## src/rtl/wb_mem_pkg.sv

```systemverilog
// Shared types and constants for the Wishbone-to-QSPI read cache.
package wb_mem_pkg;
  typedef enum logic [1:0] {IDLE, FILL, WRITE, ACK} state_t;

  localparam logic REGION_ROM = 1'b0;
  localparam logic REGION_RAM = 1'b1;
  localparam int   QSPI_ADR_W = 22;
endpackage

```

## src/rtl/wb_mem_cache_store.sv

```systemverilog
// Direct-mapped line store: valid/tag/data arrays with async read,
// single write port (allocate, byte merge, invalidate) and global clear.
module wb_mem_cache_store #(
  parameter int LINES = 8,
  parameter int TAG_W = 20,
  localparam int IDX_W = $clog2(LINES)
) (
  input  logic             clk_i,
  input  logic             rst_in,
  input  logic             clear_i,
  input  logic [IDX_W-1:0] rd_idx_i,
  output logic             rd_valid_o,
  output logic [TAG_W-1:0] rd_tag_o,
  output logic [31:0]      rd_data_o,
  input  logic             alloc_i,
  input  logic             merge_i,
  input  logic             inval_i,
  input  logic [IDX_W-1:0] wr_idx_i,
  input  logic [TAG_W-1:0] wr_tag_i,
  input  logic [3:0]       wr_be_i,
  input  logic [31:0]      wr_data_i
);
  logic [LINES-1:0] valid_q;
  logic [TAG_W-1:0] tag_q  [LINES];
  logic [31:0]      data_q [LINES];

  assign rd_valid_o = valid_q[rd_idx_i];
  assign rd_tag_o   = tag_q[rd_idx_i];
  assign rd_data_o  = data_q[rd_idx_i];

  // Clear wins over any same-cycle allocate so a flushed fill never sticks.
  always_ff @(posedge clk_i or negedge rst_in) begin
    if (!rst_in) begin
      valid_q <= '0;
    end else if (clear_i) begin
      valid_q <= '0;
    end else if (alloc_i) begin
      valid_q[wr_idx_i] <= 1'b1;
    end else if (inval_i) begin
      valid_q[wr_idx_i] <= 1'b0;
    end
  end

  always_ff @(posedge clk_i) begin
    if (alloc_i) begin
      tag_q[wr_idx_i]  <= wr_tag_i;
      data_q[wr_idx_i] <= wr_data_i;
    end else if (merge_i) begin
      for (int b = 0; b < 4; b++) begin
        if (wr_be_i[b]) data_q[wr_idx_i][8*b +: 8] <= wr_data_i[8*b +: 8];
      end
    end
  end
endmodule

```

## src/rtl/wb_mem_cache.sv

```systemverilog
// Direct-mapped, write-through read cache in front of wb_qspi_mem.
// Define WB_MEM_CACHE_RAM_EN to also cache RAM-region reads.
module wb_mem_cache
  import wb_mem_pkg::*;
#(
  parameter int LINES = 8,
  parameter int ADR_W = 23
) (
  input  logic                  clk_i,
  input  logic                  rst_in,
  input  logic                  flush_i,
  input  logic                  wb_stb_i,
  input  logic                  wb_we_i,
  input  logic [3:0]            wb_be_i,
  input  logic [ADR_W-1:0]      wb_adr_i,
  input  logic [31:0]           wb_dat_i,
  output logic                  wb_ack_o,
  output logic [31:0]           wb_dat_o,
  output logic                  mem_sel_rom_ram_o,
  output logic                  mem_stb_o,
  output logic                  mem_we_o,
  output logic [3:0]            mem_be_o,
  output logic [QSPI_ADR_W-1:0] mem_adr_o,
  output logic [31:0]           mem_dat_o,
  input  logic                  mem_ack_i,
  input  logic [31:0]           mem_dat_i,
  output state_t                dbg_state_o
);
  localparam int IDX_W = $clog2(LINES);
  localparam int TAG_W = ADR_W - IDX_W;

  state_t           state_q;
  logic [ADR_W-1:0] req_adr_q;

  logic [IDX_W-1:0] rd_idx;
  logic [TAG_W-1:0] cmp_tag, rd_tag;
  logic             rd_valid, line_match, hit;
  logic [31:0]      rd_data;
  logic             alloc, merge, inval, wr_match;

  function automatic logic cacheable(input logic region);
`ifdef WB_MEM_CACHE_RAM_EN
    cacheable = 1'b1;
`else
    cacheable = (region == REGION_ROM);
`endif
  endfunction

  // Look up the incoming address while idle, the latched request otherwise.
  always_comb begin
    rd_idx  = req_adr_q[IDX_W-1:0];
    cmp_tag = req_adr_q[ADR_W-1:IDX_W];
    if (state_q == IDLE) begin
      rd_idx  = wb_adr_i[IDX_W-1:0];
      cmp_tag = wb_adr_i[ADR_W-1:IDX_W];
    end
  end

  assign line_match = rd_valid && (rd_tag == cmp_tag);
  assign hit        = line_match && cacheable(wb_adr_i[ADR_W-1]);
  assign alloc      = (state_q == FILL) && mem_ack_i && !flush_i && cacheable(req_adr_q[ADR_W-1]);
  assign wr_match   = (state_q == WRITE) && mem_ack_i && line_match;
  assign inval      = wr_match && (req_adr_q[ADR_W-1] == REGION_ROM);
`ifdef WB_MEM_CACHE_RAM_EN
  assign merge      = wr_match && (req_adr_q[ADR_W-1] == REGION_RAM);
`else
  assign merge      = 1'b0;
`endif

  wb_mem_cache_store #(.LINES(LINES), .TAG_W(TAG_W)) u_store (
    .clk_i      (clk_i),
    .rst_in     (rst_in),
    .clear_i    (flush_i),
    .rd_idx_i   (rd_idx),
    .rd_valid_o (rd_valid),
    .rd_tag_o   (rd_tag),
    .rd_data_o  (rd_data),
    .alloc_i    (alloc),
    .merge_i    (merge),
    .inval_i    (inval),
    .wr_idx_i   (req_adr_q[IDX_W-1:0]),
    .wr_tag_i   (req_adr_q[ADR_W-1:IDX_W]),
    .wr_be_i    (mem_be_o),
    .wr_data_i  ((state_q == FILL) ? mem_dat_i : mem_dat_o)
  );

  assign dbg_state_o = state_q;

  always_ff @(posedge clk_i or negedge rst_in) begin
    if (!rst_in) begin
      state_q           <= IDLE;
      req_adr_q         <= '0;
      wb_ack_o          <= 1'b0;
      wb_dat_o          <= '0;
      mem_sel_rom_ram_o <= 1'b0;
      mem_stb_o         <= 1'b0;
      mem_we_o          <= 1'b0;
      mem_be_o          <= '0;
      mem_adr_o         <= '0;
      mem_dat_o         <= '0;
    end else begin
      case (state_q)
        IDLE: begin
          if (wb_stb_i) begin
            req_adr_q         <= wb_adr_i;
            mem_adr_o         <= wb_adr_i[QSPI_ADR_W-1:0];
            mem_be_o          <= wb_be_i;
            mem_dat_o         <= wb_dat_i;
            mem_we_o          <= wb_we_i;
            // Writes always land in RAM, even when addressed to the ROM region.
            mem_sel_rom_ram_o <= wb_we_i ? REGION_RAM : wb_adr_i[ADR_W-1];
            if (wb_we_i) begin
              mem_stb_o <= 1'b1;
              state_q   <= WRITE;
            end else if (hit) begin
              wb_dat_o  <= rd_data;
              wb_ack_o  <= 1'b1;
              state_q   <= ACK;
            end else begin
              mem_stb_o <= 1'b1;
              state_q   <= FILL;
            end
          end
        end
        FILL: begin
          if (mem_ack_i) begin
            mem_stb_o <= 1'b0;
            wb_dat_o  <= mem_dat_i;
            wb_ack_o  <= 1'b1;
            state_q   <= ACK;
          end
        end
        WRITE: begin
          if (mem_ack_i) begin
            mem_stb_o <= 1'b0;
            mem_we_o  <= 1'b0;
            wb_ack_o  <= 1'b1;
            state_q   <= ACK;
          end
        end
        ACK: begin
          wb_ack_o <= 1'b0;
          state_q  <= IDLE;
        end
        default: state_q <= IDLE;
      endcase
    end
  end
endmodule
```

## config.mk

```make
export PLATFORM = sky130hd
export DESIGN_NAME = wb_mem_cache
export DESIGN_NICKNAME = d
export VERILOG_FILES = /design/src/rtl/wb_mem_pkg.sv /design/src/rtl/wb_mem_cache_store.sv /design/src/rtl/wb_mem_cache.sv
export SDC_FILE = /design/constraint.sdc
export NUM_CORES = 1
export LEC_CHECK = 0
export ABC_AREA = 1
export CAP_MARGIN = 10
export CORE_ASPECT_RATIO = 0.6
export CORE_MARGIN = 5
export CORE_UTILIZATION = 46
export CTS_BUF_LIST = sky130_fd_sc_hd__clkbuf_2 sky130_fd_sc_hd__clkbuf_4 sky130_fd_sc_hd__clkbuf_8
export CTS_CLUSTER_DIAMETER = 60
export DETAILED_ROUTE_END_ITERATION = 8
export GPL_ROUTABILITY_DRIVEN = 0
export GPL_TIMING_DRIVEN = 0
export PLACE_DENSITY = 0.72
export SLEW_MARGIN = 40
export SYNTH_ARGS = -nofsm -noshare
export SYNTH_HDL_FRONTEND = slang
export SYNTH_HIERARCHICAL = 1
export SYNTH_SLANG_ARGS = --single-unit
```

## constraint.sdc

```tcl
create_clock -name clk_i -period 7.4 [get_ports clk_i]
set_input_delay 2.22 -clock clk_i [delete_from_list [all_inputs] [get_ports clk_i]]
set_output_delay 2.22 -clock clk_i [all_outputs]
set_load 0.03 [all_outputs]
```

Word-level counts from Yosys, hierarchy flattened
Memories as Yosys holds them, arrays and structs flattened. Index checks and enable logic that the tools add are counted.

Output and inout port bits: 96. Logic and storage cells: 89. Memory bits (writable): 416. Register bits after elaboration: 127. Memories kept: 2.

Equality and inequality tests: 11. Order comparisons: 3. Reduce and logical (&&, ||, !) cells: 22. Bitwise logic cells: 5. Mux-type cells: 35.

Memory list: u_store.data_q (depth 8, bits a word 32, read ports 1, clocked after memory_dff 0, wr ports 1, line wb_mem_cache_store.sv:25) `logic [31:0] data_q [LINES];`; u_store.tag_q (depth 8, bits a word 20, read ports 1, clocked after memory_dff 0, wr ports 1, line wb_mem_cache_store.sv:24) `logic [TAG_W-1:0] tag_q [LINES];`.

Operators with widths (number): two-way mux 32 bit (5); one-hot mux 32 bit (2 select lines) (1); two-way mux 8 bit (3); == test 20 bit (1); two-way mux 20 bit (1); two-way mux 1 bit (14); inequality test 2 bit (second input constant) (5); logical AND 1 bit (9); AND 8 bit (1); less-than comparator 3 x 4 -> 1 bit (second input constant) (2); two-way mux 2 bit (4); inverter 8 bit (1); bitwise OR 8 bit (1); AND reduction 4 bit (2); one-hot mux 2 bit (3 select lines) (1); nonzero test 2 bit (3); AND reduction 5 bit (1); == test 2 bit (second input constant) (2); one-hot mux 1 bit (2 select lines) (2); AND reduction 2 bit (2); binary-select mux 1 bit (select 3 bit) (1); demux 1 bit (select 3 bit) (1); >= comparator 3 x 1 -> 1 bit (second input constant) (1); two-way mux 3 bit (1); 10 further kinds (11).

Depth between registers and ports, before layout
Gate-level depths: netlist of run 1.

Word-level depth: 10. Depth in mapped cells: 29. Gate-level depth less buffers: 23.

By module
Netlist of run 1, hierarchy kept.

Modules (own cells, without submodules): wb_mem_cache_store (cells an instance 1944, area each 18913.1 um^2, instances 1); wb_mem_cache (cells an instance 845, area each 5532.8 um^2, instances 1).

Least setup slack after synthesis of run 1
Ideal clock, no wire load.

Path type: input -> register. Start point: in wb_adr_i[1]. End point: reg u_store.valid_q[0]. Required time: 7.334 ns. Path slack: 2.973 ns. Arrival time: 4.361 ns. Setup time: 0.066 ns. Buffers on the path: 2. Cell stages on the path: 20. Path through: inv_1 o21ai_0 buf_4 clkbuf_1 nand3_1 nand2_1 nand2_1 nand2_1 inv_1 nand3_1 nand2_1 nor2_1 nand2_1 nor2_1 nand2_1 nor4_1 nor2_1 nor2_1 nand2_1 nand2_1.

Word-level cells in the longest chain between the ends: 7.

RTL lines: start, declared (line wb_mem_cache.sv:15) `input logic [ADR_W-1:0] wb_adr_i,`; two-way mux 3 bit (line wb_mem_cache.sv:53) `if (state_q == IDLE) begin`; via rd_idx[1] (line wb_mem_cache.sv:35) `logic [IDX_W-1:0] rd_idx;`; memory read (8 x 20 bit); via rd_tag[8] (line wb_mem_cache.sv:36) `logic [TAG_W-1:0] cmp_tag, rd_tag;`; == test 20 bit (line wb_mem_cache.sv:59) `assign line_match = rd_valid && (rd_tag == cmp_tag);`; logical AND 1 bit (line wb_mem_cache.sv:59); logical AND 1 bit (line wb_mem_cache.sv:62) `assign wr_match = (state_q == WRITE) && mem_ack_i && line_match;`; logical AND 1 bit (line wb_mem_cache.sv:63) `assign inval = wr_match && (req_adr_q[ADR_W-1] == REGION_ROM);`; via inval (line wb_mem_cache.sv:39) `logic alloc, merge, inval, wr_match;`; nonzero test 3 bit (no line); end signal, assigned (line wb_mem_cache_store.sv:36) `valid_q <= '0;`; end signal, assigned by index (line wb_mem_cache_store.sv:38) `valid_q[wr_idx_i] <= 1'b1;`; end signal, assigned by index (line wb_mem_cache_store.sv:40) `valid_q[wr_idx_i] <= 1'b0;`; end, declared (line wb_mem_cache_store.sv:23) `logic [LINES-1:0] valid_q;`.

The timed path passes the listed nets, and every way through them passes these cells. The select of a mux whose other input is x is not followed. A chain may end at the register's enable or synchronous reset.

Worst setup path after layout of run 1
Start point: in wb_adr_i[0]. End point: reg u_store.valid_q[2].

The elaborated chain is that of the path after synthesis.

==> run_results.csv, run 1 <==
group,metric,value,unit
setup_path,crit_required,7.98,ns
yosys,synth_area_leaders,"edfxtp_1 (51%), nand2_1 (19%), dfrtp_1 (11%), inv_1 (7.3%), nand3_1 (5.7%)",
timing,relSlewSlack,39.9,%
timing,fmax,0.177,GHz
cells_and_area,fin_area,29000,um2
placed_design,placedCellCount,3689,
cells_and_area,area.growth.synth_to_final,18.4,%
clocking,ctsResizeCount,0,
global_route,grt_overflow,0,
global_route,track_usage,23.7,%
clocking,cts_root_buf,"clkbuf_8",
yosys,yosysWarningCount,6,
clocking,clkTransAtPathRegs,0.06,ns
pwr,ir_drop,0.229,mV
yosys,synth.most_common_cell,"nand2_1",
placed_design,port-buffer-count,192,
routing,postRouteAntennaNets,0,
cells_and_area,final_cells,3833,
global_route,grt_first_pass_wirelength,106,mm
yosys,synthDominantCellAreaShare,51.1,%
routing,drc,0,
routing,routed_wire_length_per_instance,18.5,um
yosys,syn_area_per_cell,8.77,um2
timing,max_slew.worst_pin.slew,0.898,ns
timing,setup_viol,0,
clocking,htree_num_levels,3,
floorplan,core_area,52500,um2
setup_path,crit_chain,"clkdlybuf4s50_1 > nand2_1 > o21ai_0 > buf_4 > buf_4 > buf_2 > nand2_1 > nand3_1 > nand2_1 > nand2_1 > nand2_1 > nand2_1 > nand2_1 > nor3_1 > nand3_1 > nor4_1 > nor2_1 > nor2_1 > nand2_1 > nand2_1",
clocking,postCtsSetupBuffers,0,
routing,viasPerCell,5.07,
yosys,ys_types,27,
timing,setup-tns-final,0,ns
timing,fin_crit,5.64,ns
pwr,cellPowerDensity,464,nW/um2
global_route,grt_pass1_vias,18700,
yosys,syn_inst,2789,
yosys,synth_top_area_cell,"edfxtp_1",
setup_path,cp_top_family,"simple AND/OR/NAND/NOR gates",
global_route,grt_antenna_before_repair,1,
setup_path,startpoint_type,"input port",
global_route,grt_max_degree,70,
yosys,synthArstFlopShare,20.2,%
floorplan,io_pins,193,
global_route,grtUsageMet2,35.3,%
floorplan,start_util,46.5,%
yosys,syn_area,24400,um2
timing,rsz0062_at_grt,"false",
clocking,cts_sinks,521,
cells_and_area,fill_cells,4582,
clocking,cts_buffer_depth,3,
yosys,synth_seq_cells,521,
run,maxCapViolations,0,
timing,finalHoldViolations,0,
setup_path,r2r-start,"dbg_state_o[1]",
setup_path,path_class,"in2reg",
pwr,power.leakage,14.0,nW
setup_path,cp_num_buf_inv,4,
cells_and_area,drive_gt1_share,8.69,%
yosys,synth-edff-count,416,
routing,dr.pass1.iters,8,
clocking,hold_buffers,0,
setup_path,crit_top_cell,"nand2_1",
setup_path,startpoint,"wb_adr_i[0]",
global_route,met3_usage,6.77,%
floorplan,dieArea,58000,um2
yosys,yosys-top-cells-count,"nand2_1 (1252), inv_1 (473), edfxtp_1 (416)",
min_path,holdCritPathClass,"reg2reg",
run_status,status,"completed",
timing,drv_slew,0,
cells_and_area,fin_util,55.1,%
clocking,clk-insertion-delay-late,0.66,ns
timing,fin_skew,0.0405,ns
routing,routed_wl,70.8,mm
floorplan,die_y,189,um
clocking,cts_buffers,78,
setup_path,end_kind,"register",
setup_path,arrival,6.22,ns
setup_path,max_stage_delay,0.62,ns
routing,dr_total_vias,19400,
floorplan,die_x,308,um
placed_design,placed_area,27300,um2
yosys,ys_seq_area_share,61.8,%
routing,drt-initial-drc-count,2011,
cells_and_area,fin_nets,3167,
setup_path,crit_fanout,10,
clocking,cts_tree,"built",
timing,whs,0.470,ns
floorplan,row_count,65,
min_path,min_from,"wb_dat_o[17]",
setup_path,critPathSlowestCell,"nor4_1",
global_route,grt_busiest_layer,"met2",
placed_design,dp_hpwl,50.4,mm
yosys,synthFlopType,"edfxtp_1",
global_route,met1_usage,33.5,%
timing,fin_crit_sh,76.3,%
[worst paths after layout]
| check | endpoint | slack, ns | depth (start not counted) |
|---|---|---|---|
| setup / recovery | u_store/valid_q[2] | 1.76 | 20 |
| hold / removal | wb_dat_o[17] | 0.47 | 2 |
| setup reg to reg | u_store/valid_q[2] | 2.68 | 20 |
| hold reg to reg | wb_dat_o[17] | 0.47 | 2 |
| max in group asynchronous | mem_adr_o[19] | 5.24 | 2 |
| min in group asynchronous | mem_dat_o[13] | 1.43 | 1 |
[cell families (layout without fill, tap and decap cells)]
logic type | count (synthesis) | after routing | synth area share, %
AND/OR/NAND/NOR | 1610 | 1610 | 26.3
flip-flops | 521 | 521 | 61.8
AO/OA/AOI/OAI | 28 | 28 | 0.604
adder cells (fa/ha/maj) | 4 | 4 | 0.205
buffers and inverters | 625 | 962 | 11.0
other | 1 | 5 | 0.0153
[area by class of cell]
| class | instances | area, um2 | area share [%] |
|---|---|---|---|
| diodes | 1 | 2.50 | 0.00864 |
| plain buffers | 145 | 882 | 3.05 |
| clock buffers | 119 | 1460 | 5.03 |
| clock inverters | 24 | 131 | 0.454 |
| inverters | 480 | 1810 | 6.24 |
| multi-input cells | 1646 | 6710 | 23.2 |
| flip-flops and latches | 521 | 15100 | 52.2 |
| well taps | 703 | 880 | 3.04 |
| repair buffers | 194 | 1970 | 6.80 |
[worst register-to-register path: cells and delay by family, from the launching register on]
kind	cells	cell delay (ns)
AOI/OAI and AO/OA	1	0.12
adders and majority gates	1	0.22
buffers and inverters	7	1.50
DFF	1	0.43
and+or+nand+nor	11	2.37
[metal layers]
metal  up-vias  wire length, um
met5         -              135
met4         2             2420
met3       174             8420
met2      1032            30300
met1      9066            29500
li1       9152                -
[cells in the final DEF (no fill, tap or decap), types with 4 or more instances in the layout]
cell / n
conb_1: 4
buf_4: 42
nor2_2: 14
buf_2: 42
o21ai_0: 17
inv_1: 466
dfrtp_1: 105
clkbuf_8: 90
clkbuf_1: 41
nand4_1: 7
a21oi_1: 5
buf_6: 17
ha_1: 4
nor2_1: 48
nand2_1: 1252
clkbuf_4: 29
nand3_1: 279
edfxtp_1: 416
clkinv_2: 7
clkinv_1: 11
inv_2: 12
clkdlybuf4s50_1: 191
[per-stage QoR]
stage	power (mW)	setup slack [ns]
6_report	13.4	1.76
5_1_grt	14.2	1.70
4_1_cts	13.3	1.98
3_5_place_dp	10.9	1.31
3_3_place_gp	10.8	-0.206
2_1_floorplan	8.46	2.97
[registers in the layout, indices dropped and copies added, names as in the netlist]
name               flops
u_store/data_q       256
u_store/tag_q        160
mem_dat_o             32
wb_dat_o              32
mem_adr_o             21
u_store/valid_q        8
mem_be_o               4
dbg_state_o            2
req_adr_q              2
mem_sel_rom_ram_o      1
mem_stb_o              1
mem_we_o               1
wb_ack_o               1
[report_power, final]
part	switching, mW	leakage (nW)	internal (mW)
logic	4.65	8.05	2.05
registers	0.401	5.11	3.95
clock network	1.13	0.847	1.27
total	6.17	14.0	7.27
(Power assumes the default switching activity.)
==> run 2: changes to the inputs <==
==> constraint.sdc (replaced) <==
create_clock -name clk_i -period 5.9 [get_ports clk_i]
set_input_delay 1.77 -clock clk_i [delete_from_list [all_inputs] [get_ports clk_i]]
set_output_delay 1.77 -clock clk_i [all_outputs]
set_load 0.03 [all_outputs]
==> results of run 2 <==
Same layout as run 1 (identical final DEF). Status: completed.
Among the figures that moved: setup slack after placement 1.31 ns -> 0.258 ns; setup slack after layout 1.76 ns -> 0.707 ns; register-to-register setup slack 2.68 ns -> 1.18 ns; total power 13.4 mW -> 16.9 mW; worst IR drop on VDD 0.229 mV -> 0.287 mV
